**src/rtl/ecc_pkg.sv**
```systemverilog
// Shared defaults, width helpers and FSM encoding for the GF(2^m) scalar-multiplication sequencer.
package ecc_pkg;

    localparam int FIELD_W_DEF     = 163;
    localparam int TIMEOUT_CYC_DEF = 65535;

    function automatic int idx_w(input int w);
        return (w > 1) ? $clog2(w) : 1;
    endfunction

    function automatic int wdog_w(input int t);
        return $clog2(t + 1);
    endfunction

    localparam int IDX_W  = idx_w(FIELD_W_DEF);
    localparam int WDOG_W = wdog_w(TIMEOUT_CYC_DEF);

    typedef enum logic [2:0] {
        IDLE = 3'd0,
        SCAN = 3'd1,
        INIT = 3'd2,
        STEP = 3'd3,
        CONV = 3'd4,
        DONE = 3'd5
    } pm_state_e;

endpackage

```
**src/rtl/ecc_wdog_cnt.sv**
```systemverilog
// Request watchdog: counts cycles a core request waits; expired fires on the cycle the
// count would reach TIMEOUT_CYC, so a request is held for exactly TIMEOUT_CYC cycles.
module ecc_wdog_cnt
    import ecc_pkg::*;
#(
    parameter int TIMEOUT_CYC = TIMEOUT_CYC_DEF,
    parameter int W           = wdog_w(TIMEOUT_CYC)
) (
    input  logic clk,
    input  logic rst,
    input  logic clr,
    input  logic inc,
    output logic expired
);

    logic [W-1:0] cnt_q, cnt_d;

    always_comb begin
        cnt_d = cnt_q;
        if (clr) begin
            cnt_d = '0;
        end else if (inc) begin
            cnt_d = cnt_q + 1'b1;
        end
    end

    always_ff @(posedge clk or posedge rst) begin
        if (rst) begin
            cnt_q <= '0;
        end else begin
            cnt_q <= cnt_d;
        end
    end

    // Independent of clr: clr is derived from the FSM next state, which consumes expired.
    assign expired = inc && (cnt_q == W'(TIMEOUT_CYC - 1));

endmodule

```
**src/rtl/ecc_pm_seq.sv**
```systemverilog
// Montgomery-ladder scalar-multiplication sequencer between host and ECC core cluster.
// Build option ECC_ZERO_SCALAR_INF_EN: zero scalar reports inf instead of err.
module ecc_pm_seq
    import ecc_pkg::*;
#(
    parameter int FIELD_W     = FIELD_W_DEF,
    parameter int TIMEOUT_CYC = TIMEOUT_CYC_DEF
) (
    input  logic               clk,
    input  logic               rst,
    input  logic               enable,
    input  logic [FIELD_W-1:0] din,
    output logic [FIELD_W-1:0] dx,
    output logic [FIELD_W-1:0] dy,
    output logic               done,
    output logic               busy,
    output logic               err,
`ifdef ECC_ZERO_SCALAR_INF_EN
    output logic               inf,
`endif
    output logic               cores_en,
    output logic               key_bit,
    output logic               step_req,
    input  logic               step_ack,
    output logic               conv_req,
    input  logic               conv_ack,
    input  logic [FIELD_W-1:0] eng_x,
    input  logic [FIELD_W-1:0] eng_y
);

    localparam int            IW      = idx_w(FIELD_W);
    localparam logic [IW-1:0] IDX_MSB = IW'(FIELD_W - 1);

    pm_state_e          state_q, state_d;
    logic               reg_enable_q;
    logic [FIELD_W-1:0] reg_din_q;
    logic [FIELD_W-1:0] k_q, k_d;
    logic [FIELD_W-1:0] dx_q, dx_d, dy_q, dy_d;
    logic [IW-1:0]      idx_q, idx_d;
    logic               err_q, err_d;
`ifdef ECC_ZERO_SCALAR_INF_EN
    logic               inf_q, inf_d;
`endif
    logic               wdog_clr, wdog_inc, wdog_expired;

    always_ff @(posedge clk or posedge rst) begin
        if (rst) begin
            state_q <= IDLE;
        end else begin
            state_q <= state_d;
        end
    end

    always_comb begin
        state_d = state_q;
        k_d     = k_q;
        idx_d   = idx_q;
        dx_d    = dx_q;
        dy_d    = dy_q;
        err_d   = err_q;
`ifdef ECC_ZERO_SCALAR_INF_EN
        inf_d   = inf_q;
`endif
        case (state_q)
            IDLE: if (reg_enable_q) begin
                k_d     = reg_din_q;
                idx_d   = IDX_MSB;
                err_d   = 1'b0;
`ifdef ECC_ZERO_SCALAR_INF_EN
                inf_d   = 1'b0;
`endif
                state_d = SCAN;
            end
            SCAN: if (k_q[idx_q]) begin
                state_d = INIT;
            end else if (idx_q == '0) begin
                dx_d    = '0;
                dy_d    = '0;
`ifdef ECC_ZERO_SCALAR_INF_EN
                inf_d   = 1'b1;
`else
                err_d   = 1'b1;
`endif
                state_d = DONE;
            end else begin
                idx_d = idx_q - 1'b1;
            end
            // idx_q holds the leading-one position p here.
            INIT: if (idx_q == '0) begin
                state_d = CONV;
            end else begin
                idx_d   = idx_q - 1'b1;
                state_d = STEP;
            end
            STEP: if (step_ack) begin
                if (idx_q == '0) begin
                    state_d = CONV;
                end else begin
                    idx_d = idx_q - 1'b1;
                end
            end else if (wdog_expired) begin
                dx_d    = '0;
                dy_d    = '0;
                err_d   = 1'b1;
                state_d = DONE;
            end
            CONV: if (conv_ack) begin
                dx_d    = eng_x;
                dy_d    = eng_y;
                state_d = DONE;
            end else if (wdog_expired) begin
                dx_d    = '0;
                dy_d    = '0;
                err_d   = 1'b1;
                state_d = DONE;
            end
            DONE:    state_d = IDLE;
            default: state_d = IDLE;
        endcase
    end

    always_comb begin
        busy     = (state_q != IDLE);
        done     = (state_q == DONE);
        cores_en = (state_q == INIT);
        step_req = (state_q == STEP);
        conv_req = (state_q == CONV);
        key_bit  = (state_q == STEP) && k_q[idx_q];
    end

    always_ff @(posedge clk or posedge rst) begin
        if (rst) begin
            reg_enable_q <= 1'b0;
            reg_din_q    <= '0;
            k_q          <= '0;
            idx_q        <= '0;
            dx_q         <= '0;
            dy_q         <= '0;
            err_q        <= 1'b0;
`ifdef ECC_ZERO_SCALAR_INF_EN
            inf_q        <= 1'b0;
`endif
        end else begin
            reg_enable_q <= enable;
            reg_din_q    <= din;
            k_q          <= k_d;
            idx_q        <= idx_d;
            dx_q         <= dx_d;
            dy_q         <= dy_d;
            err_q        <= err_d;
`ifdef ECC_ZERO_SCALAR_INF_EN
            inf_q        <= inf_d;
`endif
        end
    end

    assign wdog_clr = (state_d != state_q) || (step_req && step_ack);
    assign wdog_inc = (step_req && !step_ack) || (conv_req && !conv_ack);

    ecc_wdog_cnt #(
        .TIMEOUT_CYC(TIMEOUT_CYC)
    ) u_wdog (
        .clk    (clk),
        .rst    (rst),
        .clr    (wdog_clr),
        .inc    (wdog_inc),
        .expired(wdog_expired)
    );

    assign dx  = dx_q;
    assign dy  = dy_q;
    assign err = err_q;
`ifdef ECC_ZERO_SCALAR_INF_EN
    assign inf = inf_q;
`endif

endmodule

```
**config.mk**
```make
export PLATFORM = sky130hd
export DESIGN_NAME = ecc_pm_seq
export DESIGN_NICKNAME = d
export VERILOG_FILES = /design/src/rtl/ecc_pkg.sv /design/src/rtl/ecc_wdog_cnt.sv /design/src/rtl/ecc_pm_seq.sv
export SDC_FILE = /design/constraint.sdc
export NUM_CORES = 1
export LEC_CHECK = 0
export CELL_PAD_IN_SITES_DETAIL_PLACEMENT = 0
export CELL_PAD_IN_SITES_GLOBAL_PLACEMENT = 1
export CORE_AREA = 2 2 324 326
export CTS_CLUSTER_SIZE = 30
export DETAILED_ROUTE_END_ITERATION = 8
export DIE_AREA = 0 0 326 328
export PLACE_DENSITY = 0.55
export SYNTH_ARGS = -nofsm -noshare
export SYNTH_HDL_FRONTEND = slang
export SYNTH_SLANG_ARGS = --single-unit
```
**constraint.sdc**
```tcl
create_clock -name clk -period 31.5 [get_ports clk]
set_input_delay 4.725 -clock clk [delete_from_list [all_inputs] [get_ports clk]]
set_output_delay 4.725 -clock clk [all_outputs]
set_load 0.02 [all_outputs]
```
==> run_results.csv <==
group,metric,value,unit
worst_setup_path,cp_data_required_time,26.78,ns
timing,rsz_0062_raised_after_global_routing,"no",
clocking,clock-sinks,681,
timing,fmax,110,MHz
detailed_routing,dr.pass1.iters,7,
detailed_routing,post_drt_via_cell_ratio,4.66,
logic_synthesis,synth_area_leaders,"sky130_fd_sc_hd__dfrtp_1 (68%), sky130_fd_sc_hd__a22o_1 (11%), sky130_fd_sc_hd__mux2_2 (7.8%)",
logic_synthesis,post_synth_inst_count,1650,
timing,hold_ws,0.472,ns
worst_setup_path,setup.worst_path.start_class,"flop",
global_route,vias_in_the_first_global_route,19300,
die,area_of_the_die,107000,µm²
logic_synthesis,yosys_warnings,0,
detailed_routing,drcViolationCount,0,
timing,final-hold-violation-count,0,
detailed_routing,drt-wirelength-per-cell,29.0,µm
place,hpwlAfterDp,85700,µm
power,leakage,16.0,nW
global_route,global_route_wire_length_before_repair,155000,µm
timing,pin_slew_with_the_least_headroom_to_its_limit,1.22,ns
global_route,grt_use_total,0.206,
worst_setup_path,reg2reg_slack,26.75,ns
worst_setup_path,crit_path_end_kind,"primary output",
logic_synthesis,synth_area_per_cell,15.2,µm²
logic_synthesis,asyncSetResetFlopFracSynth,1.00,
detailed_routing,dr.first_iter.drc_count,1454,
logic_synthesis,synthMostInstantiatedCell,"sky130_fd_sc_hd__dfrtp_1",
timing,layout_worst_path_cycle_share,0.289,
logic_synthesis,synth_top_area_share,0.679,
die,design.core.area,103000,µm²
global_route,gr_ovfl_total,0,
worst_setup_path,crit_arrival,4.39,ns
logic_synthesis,post_synth_instance_area,25100,µm²
finish,fin_nets,2956,
clocking,ctsResizeCount,0,
worst_setup_path,timing.critical_path.fanout_max,27,
detailed_routing,ant_nets,0,
power,worst_ir_drop_vdd,0.0436,mV
min_path,hold_path_class,"flop to flop",
status,status,"completed",
timing,final_number_of_max_transition_violations,0,
clocking,cts_max_level,3,
clocking,cts_post_setup_buffers_inserted,0,
run,max_cap_viols,0,
timing,final.setup_skew,0.0267,ns
power,power_density,70.6,nW/µm²
detailed_routing,drt_wl_total,113000,µm
die,die_width,326,µm
timing,setup_total_negative_slack,0,ns
timing,finalCriticalPeriod,9.11,ns
finish,post_route_core_utilization,0.363,
clocking,cts_max_path_buffers,3,
logic_synthesis,synth-main-ff-cell,"sky130_fd_sc_hd__dfrtp_1",
logic_synthesis,synth_enable_flop_cells,0,
worst_setup_path,criticalPathCategory,"flop to primary output",
clocking,hold_buffers,0,
logic_synthesis,synth.ff_latch_count,681,
die,placement_rows,118,
timing,max_slew_margin,0.184,
finish,nFillCells,9843,
logic_synthesis,yosys-top-cells-count,"sky130_fd_sc_hd__dfrtp_1 (681), sky130_fd_sc_hd__a22o_1 (326), sky130_fd_sc_hd__mux2_2 (173), sky130_fd_sc_hd__clkbuf_1 (59), sky130_fd_sc_hd__mux2i_1 (58)",
logic_synthesis,synth_seq_area_share,0.679,
clocking,path_clk_slew,0.06,ns
detailed_routing,num_vias,18200,
logic_synthesis,synth_nets,2147,
finish,layout-drive-gt1-share,0.140,
die,chipHeight,328,µm
timing,timing.final.ws_setup,22.39,ns
place,place_area,34600,µm²
finish,final_design_area_no_fill,37400,µm²
logic_synthesis,synthDominantAreaCellType,"sky130_fd_sc_hd__dfrtp_1",
finish,synthToLayoutAreaGrowth,49.0,%
clocking,cts_tree,"built",
place,place.gp.congestion,1.13,
die,initial_core_util,0.243,
timing,report.final.setup_viol,0,
logic_synthesis,number_of_different_library_cells_in_the_post_synthesis_netlist,62,
clocking,clk-insertion-delay-late,0.66,ns
die,boundaryPins,827,
global_route,antenna_found_initial,42,
clocking,root_buffer,"sky130_fd_sc_hd__clkbuf_16",
global_route,grt_max_degree,153,
place,count_of_buffers_inserted_at_the_top_level_ports,826,
place,place_worst_setup_slack,22.90,ns
clocking,cts_buffers,83,
-- per-layer routing --
metal / track usage / vias up / share of wire / wire [µm]
li1: - / 7738 / - / -
met1: 0.252 / 9451 / 0.40 / 45100
met2: 0.325 / 753 / 0.47 / 52800
met3: 0.0877 / 223 / 0.096 / 10900
met4: 0.0705 / 26 / 0.037 / 4160
met5: 0 / - / 0.0015 / 165
-- through the flow --
stage          power (mW)  std cells
3_5_place_dp         1.67       3754
3_3_place_gp         1.66       3754
4_1_cts              2.68       3902
2_1_floorplan        1.48       1650
5_1_grt              2.77       3905
6_report             2.64       3906
-- cell usage in the layout (no fill, tap or decap), types with 4 or more instances in the layout --
cell type,n
sky130_fd_sc_hd__clkbuf_16,85
sky130_fd_sc_hd__xnor2_1,9
sky130_fd_sc_hd__or3_1,15
sky130_fd_sc_hd__dfrtp_1,679
sky130_fd_sc_hd__o21ai_0,19
sky130_fd_sc_hd__clkinv_2,9
sky130_fd_sc_hd__nand3_1,16
sky130_fd_sc_hd__o2111ai_1,4
sky130_fd_sc_hd__bufinv_16,10
sky130_fd_sc_hd__nor3_1,12
sky130_fd_sc_hd__clkbuf_8,10
sky130_fd_sc_hd__xor2_1,6
sky130_fd_sc_hd__o22ai_1,11
sky130_fd_sc_hd__a211oi_1,4
sky130_fd_sc_hd__nand4_1,7
sky130_fd_sc_hd__and3_1,6
sky130_fd_sc_hd__clkinvlp_4,5
sky130_fd_sc_hd__nor3_2,12
sky130_fd_sc_hd__a21oi_1,8
sky130_fd_sc_hd__a22o_1,326
sky130_fd_sc_hd__mux2i_1,58
sky130_fd_sc_hd__mux4_2,7
sky130_fd_sc_hd__diode_2,4
sky130_fd_sc_hd__a311oi_1,4
sky130_fd_sc_hd__mux2_2,173
sky130_fd_sc_hd__nand2_1,31
sky130_fd_sc_hd__buf_4,17
sky130_fd_sc_hd__nor2b_1,13
sky130_fd_sc_hd__clkdlybuf4s50_1,826
sky130_fd_sc_hd__inv_1,13
sky130_fd_sc_hd__nor2_1,36
sky130_fd_sc_hd__a22oi_1,8
sky130_fd_sc_hd__clkbuf_1,20
-- sequential cells by signal, indices dropped and copies added, names as in the netlist --
| name | flops |
|---|---|
| dx | 163 |
| dy | 163 |
| err | 1 |
| idx_q | 8 |
| k_q | 163 |
| reg_din_q | 163 |
| reg_enable_q | 1 |
| state_q | 3 |
| u_wdog.cnt_q | 16 |
-- kinds of logic after synthesis --
group | synth area share
buffers and inverters | 0.0316
DFF | 0.679
xor gates and xnor gates | 0.00523
and+or+nand+nor | 0.0363
muxes | 0.110
adders and majority gates | 0.00149
AOI/OAI and AO/OA | 0.137
-- final timing paths --
check | depth (start not counted) | endpoint | from
setup / recovery | 9 | key_bit | idx_q[0]
hold / removal | 1 | k_q[93] | reg_din_q[93]
setup reg to reg | 9 | dy[106] | idx_q[1]
hold reg to reg | 1 | k_q[93] | reg_din_q[93]
max in group asynchronous | 5 | idx_q[1] | rst
min in group asynchronous | 2 | dy[29] | rst
-- worst max-delay path, stage by stage, from the launching register on --
cell and delay [ns]:
sky130_fd_sc_hd__dfrtp_2 0.70, sky130_fd_sc_hd__buf_4 0.49, sky130_fd_sc_hd__nand2_1 0.35, sky130_fd_sc_hd__o22ai_1 0.31, sky130_fd_sc_hd__o21ai_0 0.12, sky130_fd_sc_hd__nand4b_1 0.18
sky130_fd_sc_hd__o22ai_1 0.12, sky130_fd_sc_hd__o31a_2 0.49, sky130_fd_sc_hd__nor2b_1 0.29, sky130_fd_sc_hd__clkdlybuf4s50_1 0.66
-- final cells by class --
type                       instances  area, µm²  area share
sequential                       681      17000       0.456
multi-input combinational        834       7310       0.195
inverter                          14       60.1     0.00161
tap                             1380       1730      0.0461
timing repair buffer             845       8440       0.225
antenna                            4       10.0    0.000268
clock buffer                     115       2340      0.0625
clock inverter                    33        493      0.0132
-- report_power, final --
part | switching (mW) | internal (mW) | leakage, nW
sequential | 0.106 | 1.00 | 8.77
combinational | 0.276 | 0.264 | 5.87
clock | 0.391 | 0.604 | 1.37
Power figures use the tool's default switching activity.
